[src/rtl/if_id_frontend.sv]
// Fetch/decode front-end: owns the PC and the IF/ID register and resolves redirect,
// load-use, cache-stall and freeze hazards, with saturating stall/flush counters.
module if_id_frontend #(
   parameter int              XLEN        = 32,
   parameter logic [XLEN-1:0] RESET_PC    = '0,
   parameter int              FLUSH_SLOTS = 1,
   parameter logic [31:0]     NOP         = 32'h00000013,
   parameter int              CNT_W       = 32
) (
   input  logic              clk,
   input  logic              rst,
   output logic [XLEN-1:0]   pc_out,
   input  logic [31:0]       inst_in,
   input  logic              imem_stall,
   input  logic              dmem_stall,
   input  logic              redirect_valid,
   input  logic [XLEN-1:0]   redirect_pc,
   input  logic              trap_valid,
   input  logic [XLEN-1:0]   trap_pc,
   input  logic              idex_mem_read,
   input  logic [4:0]        idex_rd,
   output logic [31:0]       ifid_inst,
   output logic [XLEN-1:0]   ifid_pc,
   output logic              ifid_valid,
   output logic              id_bubble,
   output logic [CNT_W-1:0]  stall_cycles,
   output logic [CNT_W-1:0]  flush_cycles
);

   // state    | meaning
   // ST_RUN   | normal fetch; load-use and imem stalls are honoured
   // ST_FLUSH | wrong-path slots after a redirect; IF/ID forced to NOP
   typedef enum logic {ST_RUN, ST_FLUSH} state_t;

   localparam int REM_W = (FLUSH_SLOTS > 1) ? $clog2(FLUSH_SLOTS) : 1;

   state_t            state_q, state_d;
   logic [REM_W-1:0]  rem_q, rem_d;
   logic [XLEN-1:0]   pc_q, pc_d;
   logic [31:0]       ifid_inst_q, ifid_inst_d;
   logic [XLEN-1:0]   ifid_pc_q, ifid_pc_d;
   logic              ifid_valid_q, ifid_valid_d;
   logic [CNT_W-1:0]  stall_cnt_q, stall_cnt_d;
   logic [CNT_W-1:0]  flush_cnt_q, flush_cnt_d;

   logic [6:0]        opcode;
   logic [4:0]        rs1, rs2;
   logic              rs1_used, rs2_used, load_use;
   logic              stall_inc, flush_inc;
   logic [XLEN-1:0]   target;

   // Hazard detect never looks at redirect/trap so id_bubble stays off those paths.
   always_comb begin
      opcode   = ifid_inst_q[6:0];
      rs1      = ifid_inst_q[19:15];
      rs2      = ifid_inst_q[24:20];
      rs1_used = !(opcode == 7'b0110111 || opcode == 7'b0010111 || opcode == 7'b1101111);
      rs2_used = (opcode == 7'b0110011 || opcode == 7'b0100011 || opcode == 7'b1100011);
      load_use = (state_q == ST_RUN) && ifid_valid_q && idex_mem_read && (idex_rd != 5'd0) &&
                 ((rs1_used && (rs1 == idex_rd)) || (rs2_used && (rs2 == idex_rd)));
      id_bubble = load_use && !dmem_stall;
   end

   always_comb begin
      state_d      = state_q;
      rem_d        = rem_q;
      pc_d         = pc_q;
      ifid_inst_d  = ifid_inst_q;
      ifid_pc_d    = ifid_pc_q;
      ifid_valid_d = ifid_valid_q;
      stall_inc    = 1'b0;
      flush_inc    = 1'b0;
      target       = trap_valid ? trap_pc : redirect_pc;

      if (dmem_stall) begin
         stall_inc = 1'b1;
      end else if (trap_valid || redirect_valid) begin
         pc_d         = {target[XLEN-1:2], 2'b00};
         ifid_inst_d  = NOP;
         ifid_valid_d = 1'b0;
         flush_inc    = 1'b1;
         if (FLUSH_SLOTS > 1) begin
            state_d = ST_FLUSH;
            rem_d   = REM_W'(FLUSH_SLOTS - 1);
         end else begin
            state_d = ST_RUN;
            rem_d   = '0;
         end
      end else if (state_q == ST_FLUSH) begin
         ifid_inst_d  = NOP;
         ifid_valid_d = 1'b0;
         flush_inc    = 1'b1;
         rem_d        = rem_q - 1'b1;
         if (rem_q <= REM_W'(1)) begin
            state_d = ST_RUN;
            rem_d   = '0;
         end
      end else if (load_use) begin
         stall_inc = 1'b1;
      end else if (imem_stall) begin
         ifid_inst_d  = NOP;
         ifid_valid_d = 1'b0;
         stall_inc    = 1'b1;
      end else begin
         ifid_inst_d  = inst_in;
         ifid_pc_d    = pc_q;
         ifid_valid_d = 1'b1;
         pc_d         = pc_q + XLEN'(4);
      end

      stall_cnt_d = (stall_inc && stall_cnt_q != '1) ? stall_cnt_q + 1'b1 : stall_cnt_q;
      flush_cnt_d = (flush_inc && flush_cnt_q != '1) ? flush_cnt_q + 1'b1 : flush_cnt_q;
   end

   always_ff @(posedge clk or negedge rst) begin
      if (!rst) begin
         state_q      <= ST_RUN;
         rem_q        <= '0;
         pc_q         <= RESET_PC;
         ifid_inst_q  <= NOP;
         ifid_pc_q    <= '0;
         ifid_valid_q <= 1'b0;
         stall_cnt_q  <= '0;
         flush_cnt_q  <= '0;
      end else begin
         state_q      <= state_d;
         rem_q        <= rem_d;
         pc_q         <= pc_d;
         ifid_inst_q  <= ifid_inst_d;
         ifid_pc_q    <= ifid_pc_d;
         ifid_valid_q <= ifid_valid_d;
         stall_cnt_q  <= stall_cnt_d;
         flush_cnt_q  <= flush_cnt_d;
      end
   end

   assign pc_out       = pc_q;
   assign ifid_inst    = ifid_inst_q;
   assign ifid_pc      = ifid_pc_q;
   assign ifid_valid   = ifid_valid_q;
   assign stall_cycles = stall_cnt_q;
   assign flush_cycles = flush_cnt_q;

endmodule

[config.mk]
export PLATFORM = sky130hd
export DESIGN_NAME = if_id_frontend
export DESIGN_NICKNAME = d
export VERILOG_FILES = /design/src/rtl/if_id_frontend.sv
export SDC_FILE = /design/constraint.sdc
export NUM_CORES = 1
export LEC_CHECK = 0
export BUFFER_PORTS_ARGS = -buffer_cell sky130_fd_sc_hd__buf_2
export CAP_MARGIN = 10
export CORE_MARGIN = 2
export CORE_UTILIZATION = 50
export DETAILED_ROUTE_END_ITERATION = 8
export PLACE_DENSITY = 0.87
export SYNTH_ARGS = -nofsm -noshare
export SYNTH_HDL_FRONTEND = slang
export SYNTH_SLANG_ARGS = --single-unit
[constraint.sdc]
create_clock -name clk -period 2.8 [get_ports clk]
set_input_delay 0.28 -clock clk [delete_from_list [all_inputs] [get_ports clk]]
set_output_delay 0.28 -clock clk [all_outputs]
set_load 0.02 [all_outputs]
==> summary.txt, run 1 <==
Floorplan
  – Die outline width: 128 um
  – Die Y-Extent: 128 um
  – Placeable core region: 15,100 um2
  – I/O Pins: 270
  – Site Rows: 45
  – Initial core utilization: 50.8%
  – Total die area: 16,400 um2

Critical path
  – CP startpoint kind: register
  – Crit path arrival time: 2.99 ns
  – Worst Path Max Fanout: 12
  – Crit path capture type: register
  – Endpoint required time on the critical path: 3.10 ns
  – Worst Setup Path Type: reg -> reg

CTS
  – CTS Root Cell: clkbuf_16
  – Deepest level of the CTS H-tree: 4
  – Skew-Pair Late Insertion Delay: 0.42 ns
  – Clk slew on worst S/H paths: 0.07 ns
  – Number of clock buffers inserted by TritonCTS: 17
  – Post-CTS Setup Bufs: 0
  – Max Root-Sink Buffers: 2
  – CTS sink count: 157
  – Clock tree from TritonCTS: done

Global routing
  – Number of antenna violations at the first check in global routing: 4
  – Maximum number of pins on one net before global-route repair: 65
  – Global-route wire length before repair: 34.5 mm
  – Total routing resource utilization after global routing: 26.8%
  – Number of global-route vias before repair: 6,637
  – Global route total overflow: 0

Layout
  – Ratio of cells with drive above 1 in the final layout: 31.7%
  – Area growth from synthesis to final layout: 29.4%
  – Layout net count: 1,195
  – Post-Route Utilization: 65.8%
  – Cell area after layout: 9960 um2
  – Fill cell total of the finished layout: 1,212

Place
  – Area post-placement: 9360 um2
  – Placement Setup Slack: -0.0473 ns
  – Gpl congestion: 0.842
  – PortBufs: 261
  – Final HPWL from detailed placement: 15.8 mm

Pwr
  – Leakage power: 5.07 nW
  – Internal Power: 0.00434 W
  – Switching part of the total: 34.2%
  – Power density over the cells: 662 nW/um2
  – Power share of the combinational group: 22.6%
  – Clk network pwr share: 34.0%
  – Largest voltage drop on the vdd net: 0.000654 V
  – Sequential fraction of design power: 43.4%
  – Total power: 0.00660 W
  – Power spent charging and discharging nets: 0.00226 W

Synthesis
  – EDFF count, synth: 0
  – Number of different library cells in the post-synthesis netlist: 53
  – Proportion of synthesized area in mux cells: 0.813%
  – Fraction of registers with async set or reset after synthesis: 100%
  – Number of warnings issued by yosys: 0
  – Share of synthesized area occupied by flip-flops and latches: 51.1%
  – Ys flop type: dfrtp_1
  – Combined area of all synthesized cells: 7700 um2
  – Simple-gate share of the synthesized area: 21.9%
  – Flops & latches, synth: 157
  – Average size of a mapped cell: 9.50 um2
  – Count of mapped cells out of synthesis: 810
  – Adder-cell share of the synthesized area: 0.488%
  – Area share of xor/xnor cells in the synthesized design: 8.53%
  – Compound-cell area share of the yosys netlist: 13.3%
  – Main combinational cell family by area after synthesis: simple AND/OR/NAND/NOR gates

Detailed routing
  – Mean number of vias per cell: 5.52
  – Via count of the routed design: 7,110
  – Average detailed-routed wire length per instance: 17.3 um
  – Detailed-routing iteration count for the pre-antenna-repair pass: 7
  – Number of violations reported at the end of detailed-routing iteration 0: 424
  – Total Wirelength: 22.2 mm
  – Total DRC errors in the routed layout: 0
  – Number of routed nets with antenna violations: 0

Timing
  – Post-layout worst setup margin: 0.104 ns
  – Period utilization: 96.3%
  – Setup violators final: 0
  – Slew at the pin with the worst max-slew slack: 1.19 ns
  – Final Max Tran Viols: 0
  – Post-route minimum period: 2.70 ns
  – Max transition margin: 20.0%
  – Worst hold margin: 0.0751 ns
  – Achievable frequency: 0.371 GHz
  – Hold Vio Cnt, Final: 0
  – Post-route clock skew: 0.0124 ns

Min path
  – Class of the tightest hold or removal check: in -> reg

Outcome
  – Result of the run: finished clean

Flow run
  – Max-cap viol count: 0
[power by group through the flow]
| stage | Combinational (W) | Sequential, W | Clock [W] |
|---|---|---|---|
| floorplan | 0.000525 | 0.00320 | 0 |
| global placement | 0.00145 | 0.00287 | 0 |
| detailed placement | 0.00149 | 0.00289 | 0 |
| CTS | 0.00150 | 0.00285 | 0.00227 |
| global route | 0.00163 | 0.00291 | 0.00237 |
| finish | 0.00149 | 0.00286 | 0.00224 |
[final cells by class]
cell class	instances	area (um2)	area share [%]
Clock buffer	18	429	4.31
Antenna cell	3	7.51	0.0753
Timing Repair Buffer	297	1640	16.4
Tap cell	188	235	2.36
Clock inverter	14	135	1.36
Multi-Input combinational cell	589	3500	35.2
Inverter	22	82.6	0.829
Sequential cell	157	3930	39.5
[timing repair]
action / CTS / global route
hold buffers: 1 / 0
resized for setup: 0 / 1
hold endpoints to repair: 44 / 0
setup endpoints to repair: 0 / 6
[flip-flops by register name (all words and copies together), names as in the netlist]
name          count
flush_cycles     32
ifid_inst        32
ifid_pc          30
ifid_valid        1
pc_out           30
stall_cycles     32
[metrics by stage]
| stage | TNS (ns) | std cells |
|---|---|---|
| after global routing | -0.0398 | 1286 |
| final | 0 | 1288 |
| after CTS | 0 | 1283 |
| after detailed placement | -0.788 | 1250 |
| after floorplan | 0 | 813 |
| after global placement | 0 | 1250 |
[critical path, stage by stage (launching register included)]
cell and delay [ns]:
dfrtp_1 0.40, nand4_1 0.14, nor3_1 0.31, nand4_1 0.29, o31ai_2 1.04, nor2_1 0.18
xor2_1 0.20
[Yosys cell counts, types with 8 or more instances]
cell type  instances  area [um2]
nor2_1            52         195
inv_1             22        82.6
buf_2             11        55.1
nor3_1            23         115
a221oi_1          10        87.6
and2_1             8        50.1
dfrtp_1          154        3850
xnor2_1           41         359
a31oi_1            8        50.1
a22o_1            27         236
a21oi_1           39         195
and3_1            14        87.6
nor4_1            15        93.8
clkbuf_1          28         105
o21ai_0           48         240
nand3_1           47         235
nand2_1          131         492
xor2_1            34         298
nand4_1           21         131
[kinds of logic (layout without fill, tap and decap cells)]
group | Yosys count | after routing
AND/OR/NAND/NOR | 344 | 344
multiplexers | 6 | 6
adder cells (fa/ha/maj) | 3 | 3
XOR/XNOR | 75 | 75
other | 1 | 7
buffers and inverters | 68 | 351
flip-flops | 157 | 157
AO/OA/AOI/OAI | 156 | 157
[metal layers]
layer / share of wire, % / vias to the layer above / global-route usage, %
li1: - / 3392 / -
met1: 42 / 3421 / 34.1
met2: 50 / 272 / 45.2
met3: 7.1 / 23 / 8.14
met4: 1.2 / 2 / 6.33
met5: 0.031 / - / 0
[final timing paths]
kind,from,endpoint,cells after the start,slack [ns]
max in group asynchronous,rst,stall_cycles[3],3,1.66
hold reg to reg,ifid_pc[21],ifid_pc[21],2,0.47
setup / recovery,stall_cycles[6],stall_cycles[13],6,0.10
setup reg to reg,stall_cycles[6],stall_cycles[13],6,0.10
min in group asynchronous,rst,flush_cycles[25],2,0.35
hold / removal,inst_in[15],ifid_inst[15],2,0.08
[cell usage in the layout, fill, tap and decap left out, types with 5 or more instances in the layout]
cell type,count
a21oi_1,38
a221oi_1,10
a22o_1,27
a31oi_1,8
and2_1,8
and3_1,14
and4_1,7
buf_2,260
buf_4,30
clkbuf_16,17
clkinvlp_4,6
dfrtp_1,154
inv_1,22
nand2_1,131
nand3_1,47
nand4_1,21
nor2_1,52
nor2b_1,5
nor3_1,23
nor3_2,7
nor4_1,15
o21ai_0,48
o22ai_1,5
xnor2_1,41
xor2_1,34
Power figures use the tool's default switching activity.
==> run 2: changes to the inputs <==
- PLACE_DENSITY: 0.87 -> 0.8
==> summary.txt, run 2 (synthesized netlist as in run 1, its figures left out) <==
Global routing
  – Number of antenna violations at the first check in global routing: 2
  – Global-route wire length before repair: 34.4 mm
  – Number of global-route vias before repair: 6,576
  – Maximum number of pins on one net before global-route repair: 65
  – Global route total overflow: 0
  – Total routing resource utilization after global routing: 26.5%

Critical path
  – Endpoint required time on the critical path: 3.14 ns
  – Crit-path slowest cell: dfstp_2
  – Cell-by-cell listing of the critical path: and2_1, nand4_1, or4_4, a31oi_4, o31ai_4, buf_4, nor4_1, xor2_1
  – Slowest cell delay on critical path: 0.54 ns
  – Crit path arrival time: 2.97 ns
  – Worst Setup Path Type: reg -> reg
  – Kind of cell adding the most delay to the critical path: simple AND/OR/NAND/NOR gates
  – Worst Path Max Fanout: 10
  – Reg2Reg Launch Point: ifid_inst[1]
  – Depth of the worst register-to-register path: 8
  – Crit path capture type: register
  – Terminus of the critical flop-to-flop path: stall_cycles[25]
  – R2R setup slack: 0.18 ns
  – CP startpoint kind: register
  – Crit path buf inv count: 1

CTS
  – Clock tree from TritonCTS: done
  – Deepest level of the CTS H-tree: 4
  – CTS Root Cell: clkbuf_16
  – Clk slew on worst S/H paths: 0.07 ns
  – Number of clock buffers inserted by TritonCTS: 17
  – CTS sink count: 157
  – Max Root-Sink Buffers: 2
  – Skew-Pair Late Insertion Delay: 0.42 ns

Timing
  – Post-layout worst setup margin: 0.178 ns
  – Slew at the pin with the worst max-slew slack: 0.548 ns
  – Post-route minimum period: 2.62 ns
  – Period utilization: 93.6%
  – Final Max Tran Viols: 0
  – Max transition margin: 63.2%
  – Setup violators final: 0
  – Setup TNS Final: 0 ns
  – Achievable frequency: 0.381 GHz
  – Worst hold margin: 0.0710 ns
  – Hold Vio Cnt, Final: 0
  – RSZ-0062 raised after global routing: false
  – Post-route clock skew: 0.00940 ns

Detailed routing
  – Total DRC errors in the routed layout: 0
  – Number of violations reported at the end of detailed-routing iteration 0: 420
  – Detailed-routing iteration count for the pre-antenna-repair pass: 5
  – Total Wirelength: 22.0 mm
  – Mean number of vias per cell: 5.55
  – Average detailed-routed wire length per instance: 17.2 um
  – Number of routed nets with antenna violations: 0
  – Via count of the routed design: 7,088

Floorplan
  – Site Rows: 45
  – I/O Pins: 270
  – Die Y-Extent: 128 um
  – Total die area: 16,400 um2
  – Die outline width: 128 um
  – Initial core utilization: 50.8%
  – Placeable core region: 15,100 um2

Outcome
  – Result of the run: finished clean

Pwr
  – Leakage power: 5.03 nW
  – Largest voltage drop on the vdd net: 0.000541 V
  – Power density over the cells: 654 nW/um2

Layout
  – Area growth from synthesis to final layout: 28.0%
  – Fill cell total of the finished layout: 1,259
  – Layout net count: 1,187
  – Ratio of cells with drive above 1 in the final layout: 31.3%
  – Leading cell type in the layout, fill and taps excluded: buf_2
  – Most used cells in the layout excluding fill and tap cells: buf_2 (260), dfrtp_1 (154), nand2_1 (131)

Min path
  – Worst-case hold path end point: ifid_inst[16]
  – Startpoint of the tightest hold check path: inst_in[16]
  – Class of the tightest hold or removal check: in -> reg
  – WHS Path Cells: 2

Place
  – Gpl congestion: 0.862
  – Final HPWL from detailed placement: 15.6 mm
  – Placement Setup Slack: 0.169 ns
  – PortBufs: 261

Flow run
  – Max-cap viol count: 0
==> run 2: through the flow <==
stage	utilization [%]	power [W]	instance area (um2)	cells
after detailed placement	61.0	0.00434	9250	1237
after global routing	65.0	0.00677	9850	1277
after global placement	61.0	0.00429	9250	1237
after floorplan	-	0.00372	7710	813
after CTS	64.7	0.00648	9790	1270
final	65.1	0.00645	9850	1278
==> run 2: power by group <==
part	leakage (nW)	internal (W)	switching, W
Combinational	2.73	0.000524	0.000909
Sequential	2.04	0.00255	0.000330
Clock	0.253	0.00115	0.000986
==> run 2: final cells by class <==
cell class	instances	area, um2	area share [%]
inverter	22	82.6	0.838
tap	188	235	2.39
antenna	1	2.50	0.0254
clock inverter	15	114	1.16
clock buffer	17	425	4.32
sequential	157	3930	39.9
timing repair buffer	290	1570	15.9
multi-input combinational	588	3490	35.4
==> run 2: worst max path at each step <==
stage | depth (start not counted) | to | start
floorplan | 6 | stall_cycles[1] | stall_cycles[5]
global placement | 6 | stall_cycles[1] | stall_cycles[5]
detailed placement | 6 | stall_cycles[1] | stall_cycles[5]
CTS | 6 | id_bubble | ifid_inst[1]
global route | 8 | stall_cycles[28] | ifid_inst[0]
finish | 8 | stall_cycles[25] | ifid_inst[1]
==> run 2: timing repair <==
item | CTS | global route
setup endpoints to repair | 0 | 2
setup buffers | 0 | 7
hold buffers | 1 | 0
resized for setup | 0 | 1
endpoints found under the hold margin | 43 | 0
==> run 2: per-layer routing <==
layer | vias to the layer above | global-route usage, % | routed length [um] | share of wire (%)
li1 | 3391 | - | - | -
met2 | 261 | 44.5 | 10900 | 49
met1 | 3407 | 34.2 | 9350 | 42
met5 | - | 0 | 12 | 0.054
met3 | 27 | 6.47 | 1440 | 6.6
met4 | 2 | 7.95 | 335 | 1.5
